===== src/rtl/uart_pkg.sv =====
// Shared UART definitions: receiver/transmitter FSM state encoding and default frame timing.
package uart_pkg;

  localparam int unsigned DefaultWidth      = 8;
  localparam int unsigned DefaultClksPerBit = 1736;  // 57600 baud at 100 MHz

  typedef logic [2:0] uart_state_t;

  localparam uart_state_t StIdle    = 3'd0;
  localparam uart_state_t StStart   = 3'd1;
  localparam uart_state_t StData    = 3'd2;
  localparam uart_state_t StParity  = 3'd3;
  localparam uart_state_t StStop    = 3'd4;
  localparam uart_state_t StRecover = 3'd5;

endpackage


===== src/rtl/uart_sync.sv =====
// Two-flop synchronizer for a single asynchronous input; both flops reset to ResetValue.
module uart_sync #(
  parameter logic ResetValue = 1'b1
) (
  input  logic clk_i,
  input  logic rst_ni,
  input  logic d_i,
  output logic q_o
);

  logic meta_q;
  logic sync_q;

  always_ff @(posedge clk_i or negedge rst_ni) begin
    if (!rst_ni) begin
      meta_q <= ResetValue;
      sync_q <= ResetValue;
    end else begin
      meta_q <= d_i;
      sync_q <= meta_q;
    end
  end

  assign q_o = sync_q;

endmodule


===== src/rtl/uart_receiver.sv =====
// UART receiver: 1 start, WIDTH data bits LSB first, 1 stop, mid-bit sampling.
// Define UART_RX_PARITY_EN to add an even-parity bit after the data and a parity_err output.
module uart_receiver
  import uart_pkg::*;
#(
  parameter int unsigned WIDTH        = DefaultWidth,
  parameter int unsigned CLKS_PER_BIT = DefaultClksPerBit
) (
  input  logic             clk,
  input  logic             reset,
  input  logic             rx,
  output logic [WIDTH-1:0] data,
  output logic             valid,
  output logic             frame_err,
  output logic             busy,
  output logic [3:0]       bit_count
`ifdef UART_RX_PARITY_EN
  ,
  output logic             parity_err
`endif
);

  localparam int unsigned TimerW   = (CLKS_PER_BIT > 1) ? $clog2(CLKS_PER_BIT) : 1;
  localparam logic [TimerW-1:0] LastTick = TimerW'(CLKS_PER_BIT - 1);
  localparam logic [TimerW-1:0] HalfTick = TimerW'(CLKS_PER_BIT / 2 - 1);
  localparam logic [3:0]        LastBit  = 4'(WIDTH - 1);

  logic              rx_sync;
  logic              rx_prev_q;
  uart_state_t       state_q, state_d;
  logic [TimerW-1:0] timer_q, timer_d;
  logic [3:0]        bit_cnt_q, bit_cnt_d;
  logic [WIDTH-1:0]  shift_q, shift_d;
  logic [WIDTH-1:0]  data_q, data_d;
  logic              valid_q, valid_d;
  logic              ferr_q, ferr_d;
`ifdef UART_RX_PARITY_EN
  logic              par_q, par_d;
  logic              perr_q, perr_d;
`endif

  uart_sync #(
    .ResetValue(1'b1)
  ) u_sync (
    .clk_i (clk),
    .rst_ni(reset),
    .d_i   (rx),
    .q_o   (rx_sync)
  );

  always_comb begin
    state_d   = state_q;
    timer_d   = timer_q;
    bit_cnt_d = bit_cnt_q;
    shift_d   = shift_q;
    data_d    = data_q;
    valid_d   = 1'b0;
    ferr_d    = 1'b0;
`ifdef UART_RX_PARITY_EN
    par_d     = par_q;
    perr_d    = 1'b0;
`endif
    case (state_q)
      StIdle: begin
        timer_d   = '0;
        bit_cnt_d = '0;
        if (rx_prev_q && !rx_sync) state_d = StStart;
      end
      StStart: begin
        if (timer_q == HalfTick) begin
          timer_d = '0;
          state_d = rx_sync ? StIdle : StData;  // high at mid-start is a glitch
        end else begin
          timer_d = timer_q + 1'b1;
        end
      end
      StData: begin
        if (timer_q == LastTick) begin
          timer_d = '0;
          shift_d = {rx_sync, shift_q[WIDTH-1:1]};
          if (bit_cnt_q == LastBit) begin
            bit_cnt_d = '0;
`ifdef UART_RX_PARITY_EN
            state_d   = StParity;
`else
            state_d   = StStop;
`endif
          end else begin
            bit_cnt_d = bit_cnt_q + 4'd1;
          end
        end else begin
          timer_d = timer_q + 1'b1;
        end
      end
`ifdef UART_RX_PARITY_EN
      StParity: begin
        if (timer_q == LastTick) begin
          timer_d = '0;
          par_d   = rx_sync;
          state_d = StStop;
        end else begin
          timer_d = timer_q + 1'b1;
        end
      end
`endif
      StStop: begin
        if (timer_q == LastTick) begin
          timer_d = '0;
          if (rx_sync) begin
            data_d  = shift_q;
            valid_d = 1'b1;
`ifdef UART_RX_PARITY_EN
            perr_d  = (^shift_q) ^ par_q;
`endif
            state_d = StIdle;
          end else begin
            ferr_d  = 1'b1;
            state_d = StRecover;
          end
        end else begin
          timer_d = timer_q + 1'b1;
        end
      end
      StRecover: begin
        // Hold here through a break so it reports only one frame error.
        timer_d = '0;
        if (rx_sync) state_d = StIdle;
      end
      default: state_d = StIdle;
    endcase
  end

  always_ff @(posedge clk or negedge reset) begin
    if (!reset) begin
      rx_prev_q <= 1'b1;
      state_q   <= StIdle;
      timer_q   <= '0;
      bit_cnt_q <= '0;
      shift_q   <= '0;
      data_q    <= '0;
      valid_q   <= 1'b0;
      ferr_q    <= 1'b0;
`ifdef UART_RX_PARITY_EN
      par_q     <= 1'b0;
      perr_q    <= 1'b0;
`endif
    end else begin
      rx_prev_q <= rx_sync;
      state_q   <= state_d;
      timer_q   <= timer_d;
      bit_cnt_q <= bit_cnt_d;
      shift_q   <= shift_d;
      data_q    <= data_d;
      valid_q   <= valid_d;
      ferr_q    <= ferr_d;
`ifdef UART_RX_PARITY_EN
      par_q     <= par_d;
      perr_q    <= perr_d;
`endif
    end
  end

  assign data      = data_q;
  assign valid     = valid_q;
  assign frame_err = ferr_q;
  assign busy      = (state_q != StIdle);
  assign bit_count = bit_cnt_q;
`ifdef UART_RX_PARITY_EN
  assign parity_err = perr_q;
`endif

endmodule

===== config.mk =====
export PLATFORM = sky130hd
export DESIGN_NAME = uart_receiver
export DESIGN_NICKNAME = d
export VERILOG_FILES = /design/src/rtl/uart_pkg.sv /design/src/rtl/uart_sync.sv /design/src/rtl/uart_receiver.sv
export SDC_FILE = /design/constraint.sdc
export NUM_CORES = 1
export LEC_CHECK = 0
export BUFFER_PORTS_ARGS = -buffer_cell sky130_fd_sc_hd__buf_2
export CAP_MARGIN = 20
export CORE_ASPECT_RATIO = 1.1
export CORE_UTILIZATION = 50
export DETAILED_ROUTE_END_ITERATION = 16
export GPL_ROUTABILITY_DRIVEN = 0
export PLACE_DENSITY = 0.73
export SETUP_SLACK_MARGIN = 0.02
export SKIP_LAST_GASP = 1
export SYNTH_ARGS = -nofsm -noshare
export SYNTH_HDL_FRONTEND = slang
export SYNTH_HIERARCHICAL = 1
export SYNTH_SLANG_ARGS = --single-unit

===== constraint.sdc =====
create_clock -name clk -period 1.82 [get_ports clk]
set_input_delay 0.091 -clock clk [delete_from_list [all_inputs] [get_ports clk]]
set_output_delay 0.091 -clock clk [all_outputs]
set_load 0.005 [all_outputs]

==> results of run 1 <==
## power groups by stage
stage / Sequential, mW / Combinational, mW / Clock, mW
3_3_place_gp: 0.975 / 0.304 / 0
4_1_cts: 0.963 / 0.325 / 0.758
5_1_grt: 0.988 / 0.401 / 0.779
3_5_place_dp: 0.980 / 0.317 / 0
6_report: 0.983 / 0.354 / 0.732
2_1_floorplan: 0.991 / 0.152 / 0
## path summary, 6_finish.rpt
kind                       cells after the start  slack [ps]            to
max reg2reg                                    6         -50    shift_q[5]
min reg2reg                                    0         360    u_sync/q_o
min in group clk                               0         360    u_sync/q_o
max in group asynchronous                      3        1120    shift_q[6]
min                                            2         200  bit_count[2]
max                                            6         -50    shift_q[5]
## critical path, delay by kind of cell, from the launching register on
kind	cells	cell delay, ps
flops	1	420
mux	1	280
simple gates	2	540
buf+inv	3	530
## timing repair
action	CTS	global route
setup endpoints to repair	9	22
gates resized for setup	2	14
hold buffers	2	0
endpoints found under the hold margin	36	0
pin swaps	0	4
gates cloned	0	1
setup buffers	0	3
## cells by family after synthesis
kind of cell	Yosys count	share of synthesized area, %
buf+inv	17	4.62
xor+xnor	5	2.31
simple gates	52	16.0
fa+ha+maj	2	1.32
flops	39	51.6
mux	19	11.1
compound gates	35	12.9
## cells in the final DEF, fill, tap and decap left out, types with 2 or more instances in the layout
| cell | count |
|---|---|
| o21ai_0 | 8 |
| nor2_1 | 10 |
| nand3_1 | 7 |
| buf_6 | 3 |
| mux2i_1 | 2 |
| xor2_1 | 4 |
| buf_2 | 17 |
| dfrtp_2 | 2 |
| buf_4 | 20 |
| a31oi_1 | 4 |
| clkbuf_8 | 5 |
| and3_1 | 2 |
| nand4_1 | 4 |
| o211ai_1 | 3 |
| dlygate4sd3_1 | 2 |
| inv_1 | 8 |
| or2_2 | 2 |
| dfstp_2 | 3 |
| dfrtp_1 | 34 |
| a21oi_1 | 4 |
| nand2_1 | 10 |
| or3_1 | 2 |
| o31ai_1 | 2 |
| mux2_2 | 17 |
| nor3_1 | 2 |
## metal layers
layer	vias to the layer above	routed length, um
li1	699	-
met1	737	1730
met2	57	2130
met3	11	269
met4	0	105
met5	-	0
## cell type report
| cell class | count | area [um^2] |
|---|---|---|
| clock buffer | 5 | 68.8 |
| clock inverter | 3 | 47.5 |
| timing repair buffer | 42 | 289 |
| inverter | 8 | 30.0 |
| sequential | 39 | 982 |
| multi-input combinational | 113 | 876 |
| tap | 50 | 62.6 |
| fill | 283 | 1270 |
## flip-flops by register name (all words and copies together) (netlist names)
register / cells
data: 8
u_sync/q_o: 1
valid: 1
timer_q: 11
u_sync/meta_q: 1
state_q: 3
shift_q: 8
frame_err: 1
rx_prev_q: 1
bit_count: 4
==> flow_summary.ini, run 1 <==
[status]
status = finished with violations
violations = negative setup slack

[worst_setup_path]
startpoint_type = flop
cp-end-kind = flop
worst-setup-path-type = flop to flop
cp-startpoint = timer_q[3]
crit_chain = nor4bb_4 > buf_4 > buf_6 > nand4_1 > buf_6 > mux2_2
required_ps = 2000
worstPathMaxFanout = 6
critPathArrivalTime_ps = 2060
cp_common_cell = buf_6
max_stage_delay_ps = 420
cp_slowest_cell = dfrtp_1
timing.rr.start = timer_q[3]

[synthesis]
synth_most_common_cell = dfrtp_1
yosys.cell_types.count = 48
synth_edf_count = 0
ys_ff_latch = 39
synth_fp_nets = 174
post-synth-top-area-cell = dfrtp_1
synth.area.top_cells = dfrtp_1, mux2_2, dfstp_2, o21ai_0, nand2_1
synth.top_cell.area_share_pct = 47.5
synth_common_cells = dfrtp_1, mux2_2, nand2_1, nor2_1
ys.flop_type = dfrtp_1
async_flop_share_pct = 100
syn_area_per_cell_um2 = 11.2
synthesis.area_um2 = 1900
yosys_warnings = 6
synthCells = 169
ys_seq_area_share_pct = 51.6

[sta]
fin_setup_tns_ps = -324
finClkSkew_ps = 8.69
max_freq_ghz = 0.534
drv_slew = 0
period_needed_ps = 1870
fin_ws_ps = -54.0
tightest_slew_ps = 395
min_period_over_period_pct = 103
timing.hold.ws_ps = 198
finalHoldViolations = 0
slew_headroom_pct = 73.4
setup_violations = 9

[clocking]
clkLatencyLatePin_ps = 290
htree_levels = 2
clock_sinks = 39
clk_pin_slew_ps = 80
clockRootBuffer = clkbuf_8
clk_path_buf_depth = 2
cts_tree = done
numCtsBuffers = 5

[finish]
stdcell_count = 260
n_antenna_cell = 0
fin_area_um2 = 2360
nNetsFinal = 214
fin_util_pct = 65.0
syn2layout_area_growth_pct = 24.2
drive_gt1_share_pct = 39.5

[placement]
place_inst = 246
hpwlAfterDp_um = 2950
port_buffers = 17
dp_slack_ps = -27.9
placed_cell_area_um2 = 2130

[pwr]
sw_frac_of_total_pct = 27.2
power_frac_seq_pct = 47.5
cellLeakagePower_nw = 1.10
p_switching_uw = 564
p_total_mw = 2.07
cell_internal_pwr_mw = 1.51
combPwrFrac_pct = 17.1
p_clk_share_pct = 35.4
peakVddDrop_mv = 0.569
power_density_nw_per_um2 = 878

[drt]
vias_per_cell = 5.78
wl_per_cell_um = 16.3
first_pass_iters = 4
drc = 0
drt_wl_total_um = 4230
drtIter0Drc = 87
antenna_left = 0
vias = 1504

[global_routing]
grt_use_total_pct = 23.1
gr-usage-met3_pct = 5.83
met2_usage_pct = 37.1
use_met1_pct = 28.7
first_global_vias = 1487
grt_first_pass_wirelength_um = 6710
busiest_layer = met2
grt_start_max_net_pins = 18
gr-total-overflow = 0
antenna_found_initial = 0

[floorplanning]
dieArea_um2 = 4040
initial_utilization_pct = 52.3
die_h_um = 66.6
io_pins = 18
core_um2 = 3630
rows = 23
die_x_um = 60.7

[flow_run]
cap_violations = 0

[min_path]
hold_class = input pin to async pin
Note: power is estimated with default switching activity, not from simulation.
==> run 2: changes to the inputs <==
--- a/config.mk
+++ b/config.mk
@@ -7,7 +7,6 @@
 export LEC_CHECK = 0
 export BUFFER_PORTS_ARGS = -buffer_cell sky130_fd_sc_hd__buf_2
 export CAP_MARGIN = 20
-export CORE_ASPECT_RATIO = 1.1
 export CORE_UTILIZATION = 50
 export DETAILED_ROUTE_END_ITERATION = 16
 export GPL_ROUTABILITY_DRIVEN = 0
==> flow_summary.ini, run 2 (same netlist as run 1, synthesis figures left out) <==
[placement]
port_buffers = 17
hpwlAfterDp_um = 2740
dp_slack_ps = -18.7
place_inst = 241
placed_cell_area_um2 = 2100

[worst_setup_path]
cpLargestDelayFamily = buffers and inverters
regToRegSetupSlack_ps = 90
cp-end-kind = flop
required_ps = 1990
startpoint_type = flop
cp_common_cell = buf_4
max_stage_delay_ps = 420
cp_slowest_cell = dfrtp_1
critPathArrivalTime_ps = 1900
worstPathMaxFanout = 7
worst-setup-path-type = flop to flop
crit_chain = nor4bb_4 > buf_4 > clkdlybuf4s15_2 > a31oi_1 > o211ai_1 > buf_4 > a21oi_1
cp_num_buf_inv = 3

[sta]
timing.hold.ws_ps = 359
slew_headroom_pct = 45.2
grt_setup_unrepaired = false
finClkSkew_ps = 8.20
min_period_over_period_pct = 95.1
tightest_slew_ps = 822
fin_setup_tns_ps = 0
setup_violations = 0
finalHoldViolations = 0
drv_slew = 0
period_needed_ps = 1730
fin_ws_ps = 88.4
max_freq_ghz = 0.577

[finish]
mostFrequentLayoutCells = dfrtp_1, mux2_2, buf_2, buf_4
top_register = timer_q
fin_util_pct = 62.1
n_antenna_cell = 0
mostFrequentLayoutCell = dfrtp_1
drive_gt1_share_pct = 36.4
largest_reg_flops = 11
fin_area_um2 = 2270
syn2layout_area_growth_pct = 19.9
nNetsFinal = 210
stdcell_count = 254

[global_routing]
grt_first_pass_wirelength_um = 6450
first_global_vias = 1401
grt_use_total_pct = 21.1
gr-total-overflow = 0
antenna_found_initial = 0
grt_start_max_net_pins = 40

[drt]
drc = 0
vias = 1498
antenna_left = 0
first_pass_iters = 4
drt_wl_total_um = 3910
drtIter0Drc = 102
wl_per_cell_um = 15.4
vias_per_cell = 5.90

[floorplanning]
rows = 22
dieArea_um2 = 4040
die_x_um = 63.6
initial_utilization_pct = 51.8
die_h_um = 63.6
core_um2 = 3660
io_pins = 18

[pwr]
cellLeakagePower_nw = 1.07
power_density_nw_per_um2 = 822
peakVddDrop_mv = 0.423
p_total_mw = 1.87

[status]
status = completed

[clocking]
htree_levels = 2
clkLatencyLatePin_ps = 290
clk_path_buf_depth = 2
numCtsBuffers = 5
clock_sinks = 39
clk_pin_slew_ps = 80
clockRootBuffer = clkbuf_8
cts_tree = done

[flow_run]
cap_violations = 0

[min_path]
hold_class = flop to flop
run 2: what timing repair did:
item / 4_1_cts / 5_1_grt
setup endpoints to repair: 9 / 11
endpoints found under the hold margin: 37 / 0
resized for setup: 3 / 5
setup buffers: 0 / 1
hold buffers: 2 / 0
pin swaps: 1 / 1
cloned: 0 / 2
run 2: layer usage:
layer  part of all wire (%)  GRT usage, %
met2                     49          32.3
met4                    1.4          9.09
met1                     44          27.6
met5                      0             0
met3                    5.3          6.16
run 2: area by class of cell:
class	instances	area, um^2
flip-flops and latches	39	980
well taps	48	60.1
clock inverters	3	23.8
multi-input cells	114	868
fillers	279	1390
repair buffers	37	244
clock buffers	5	68.8
inverters	8	30.0
run 2: path summary, 6_finish.rpt:
path	startpoint	to	depth (start not counted)
worst min-delay path	u_sync/meta_q	u_sync/q_o	0
worst min register to register	u_sync/meta_q	u_sync/q_o	0
worst max-delay path	timer_q[3]	timer_q[10]	7
max in group asynchronous	reset	timer_q[9]	2
worst max register to register	timer_q[3]	timer_q[10]	7
min in group asynchronous	reset	timer_q[10]	2
run 2: report_power, final:
group          leakage, nW  switching, mW  internal [mW]
registers            0.525         0.0596          0.923
logic                0.501          0.177          0.130
clock network       0.0408          0.308          0.273
total                 1.07          0.544           1.33
==> run 3: changes to the inputs <==
--- a/config.mk
+++ b/config.mk
@@ -7,10 +7,11 @@
 export LEC_CHECK = 0
 export BUFFER_PORTS_ARGS = -buffer_cell sky130_fd_sc_hd__buf_2
 export CAP_MARGIN = 20
-export CORE_UTILIZATION = 50
+export CORE_UTILIZATION = 49
 export DETAILED_ROUTE_END_ITERATION = 16
 export GPL_ROUTABILITY_DRIVEN = 0
-export PLACE_DENSITY = 0.73
+export PLACE_DENSITY = 0.72
+export REMOVE_ABC_BUFFERS = 1
 export SETUP_SLACK_MARGIN = 0.02
 export SKIP_LAST_GASP = 1
 export SYNTH_ARGS = -nofsm -noshare
==> flow_summary.ini, run 3 (same netlist as run 1, synthesis figures left out) <==
[worst_setup_path]
critPathArrivalTime_ps = 1920
rr_endpoint = shift_q[6]
reg2reg_depth = 6
max_stage_delay_ps = 410
required_ps = 2000
crit_end = shift_q[6]
cp-end-kind = flop
cp_slowest_cell = dfrtp_1
worstPathMaxFanout = 12
timing.rr.start = timer_q[1]
cp_common_cell = buf_4
cp-startpoint = timer_q[1]
startpoint_type = flop
crit_chain = ha_2 > and4bb_1 > buf_4 > nand4_1 > buf_4 > mux2_2
regToRegSetupSlack_ps = 80
worst-setup-path-type = flop to flop

[placement]
placed_cell_area_um2 = 2100
dp_slack_ps = -11.4
hpwlAfterDp_um = 2690
port_buffers = 17

[clocking]
clock_sinks = 39
clk_pin_slew_ps = 80
postCtsSetupBuffers = 0
clkLatencyLatePin_ps = 290
cts_tree = done
numCtsBuffers = 5
htree_levels = 2
clockRootBuffer = clkbuf_8
clk_path_buf_depth = 2

[sta]
min_period_over_period_pct = 95.7
setup_violations = 0
period_needed_ps = 1740
drv_slew = 0
tightest_slew_ps = 819
max_freq_ghz = 0.574
fin_ws_ps = 77.8
grt_setup_unrepaired = false
finClkSkew_ps = 6.67
finalHoldViolations = 0
slew_headroom_pct = 45.4

[finish]
largest_reg_flops = 11
fin_area_um2 = 2240
mostFrequentLayoutCells = dfrtp_1, mux2_2, buf_2, buf_4
mostFrequentLayoutCell = dfrtp_1
nNetsFinal = 206
drive_gt1_share_pct = 37.6
top_register = timer_q
fillers = 311
syn2layout_area_growth_pct = 18.2
n_antenna_cell = 0

[pwr]
power_density_nw_per_um2 = 829
peakVddDrop_mv = 0.603
cellLeakagePower_nw = 1.04

[floorplanning]
die_x_um = 64.2
die_h_um = 64.2
dieArea_um2 = 4120
initial_utilization_pct = 51.4
core_um2 = 3690
rows = 22
io_pins = 18

[global_routing]
gr-total-overflow = 0
first_global_vias = 1429
grt_start_max_net_pins = 40
grt_first_pass_wirelength_um = 6510
grt_use_total_pct = 20.7
antenna_found_initial = 0

[drt]
antenna_left = 0
first_pass_iters = 4
wl_per_cell_um = 15.4
drt_wl_total_um = 3860
drtIter0Drc = 79
vias = 1431
drc = 0
vias_per_cell = 5.72

[min_path]
hold_class = flop to flop

[flow_run]
cap_violations = 0

[status]
status = completed
-- run 3: repair_timing --
item / CTS / global route
resized for setup: 1 / 11
setup endpoints to repair: 8 / 17
pin swaps: 0 / 4
hold endpoints to repair: 37 / 0
hold buffers: 2 / 0
-- run 3: worst min path at each step --
| stage | from | endpoint | slack (ps) | cells after the start |
|---|---|---|---|---|
| finish | u_sync/meta_q | u_sync/q_o | 370 | 0 |
| CTS | u_sync/meta_q | u_sync/q_o | 360 | 0 |
| detailed placement | rx | u_sync/meta_q | 200 | 1 |
| global placement | rx | u_sync/meta_q | 200 | 1 |
| floorplan | reset | bit_count[0] | -200 | 0 |
| global route | u_sync/meta_q | u_sync/q_o | 370 | 0 |
-- run 3: power breakdown --
part	switching, mW	total, mW	internal (mW)
Sequential	0.0519	0.975	0.923
Clock	0.308	0.582	0.273
Combinational	0.172	0.302	0.131
-- run 3: worst max-delay path, delay by kind of cell, from the launching register on --
kind          cells  cell delay (ps)
simple gates      2              310
fa+ha+maj         1              200
mux               1              350
buf+inv           2              360
flops             1              410
-- run 3: through the flow --
| step | cells | setup TNS (ps) | util [%] | hold WS, ps | power, mW |
|---|---|---|---|---|---|
| after floorplan | 160 | -8960 | - | -205 | 1.14 |
| after global placement | 240 | 0 | 56.9 | 196 | 1.26 |
| after detailed placement | 240 | -30.5 | 56.9 | 197 | 1.27 |
| after CTS | 250 | 0 | 59.9 | 363 | 1.87 |
| after global routing | 250 | 0 | 60.8 | 368 | 1.97 |
| final | 250 | 0 | 60.8 | 366 | 1.86 |
-- run 3: final cells by class --
type | count | area (um^2) | share of cell area [%]
clock buffers | 5 | 68.8 | 3.07
clock inverters | 3 | 23.8 | 1.06
inverters | 8 | 30.0 | 1.34
multi-input cells | 113 | 860 | 38.3
flip-flops and latches | 39 | 982 | 43.8
well taps | 48 | 60.1 | 2.68
repair buffers | 34 | 218 | 9.71
-- run 3: layer usage --
| layer | vias up | share of wire [%] | track usage, % |
|---|---|---|---|
| met5 | - | 0 | 0 |
| met4 | 0 | 0.93 | 8.89 |
| met3 | 5 | 4.2 | 5.54 |
| met2 | 41 | 50 | 32.8 |
| met1 | 701 | 45 | 26.7 |
| li1 | 684 | - | - |
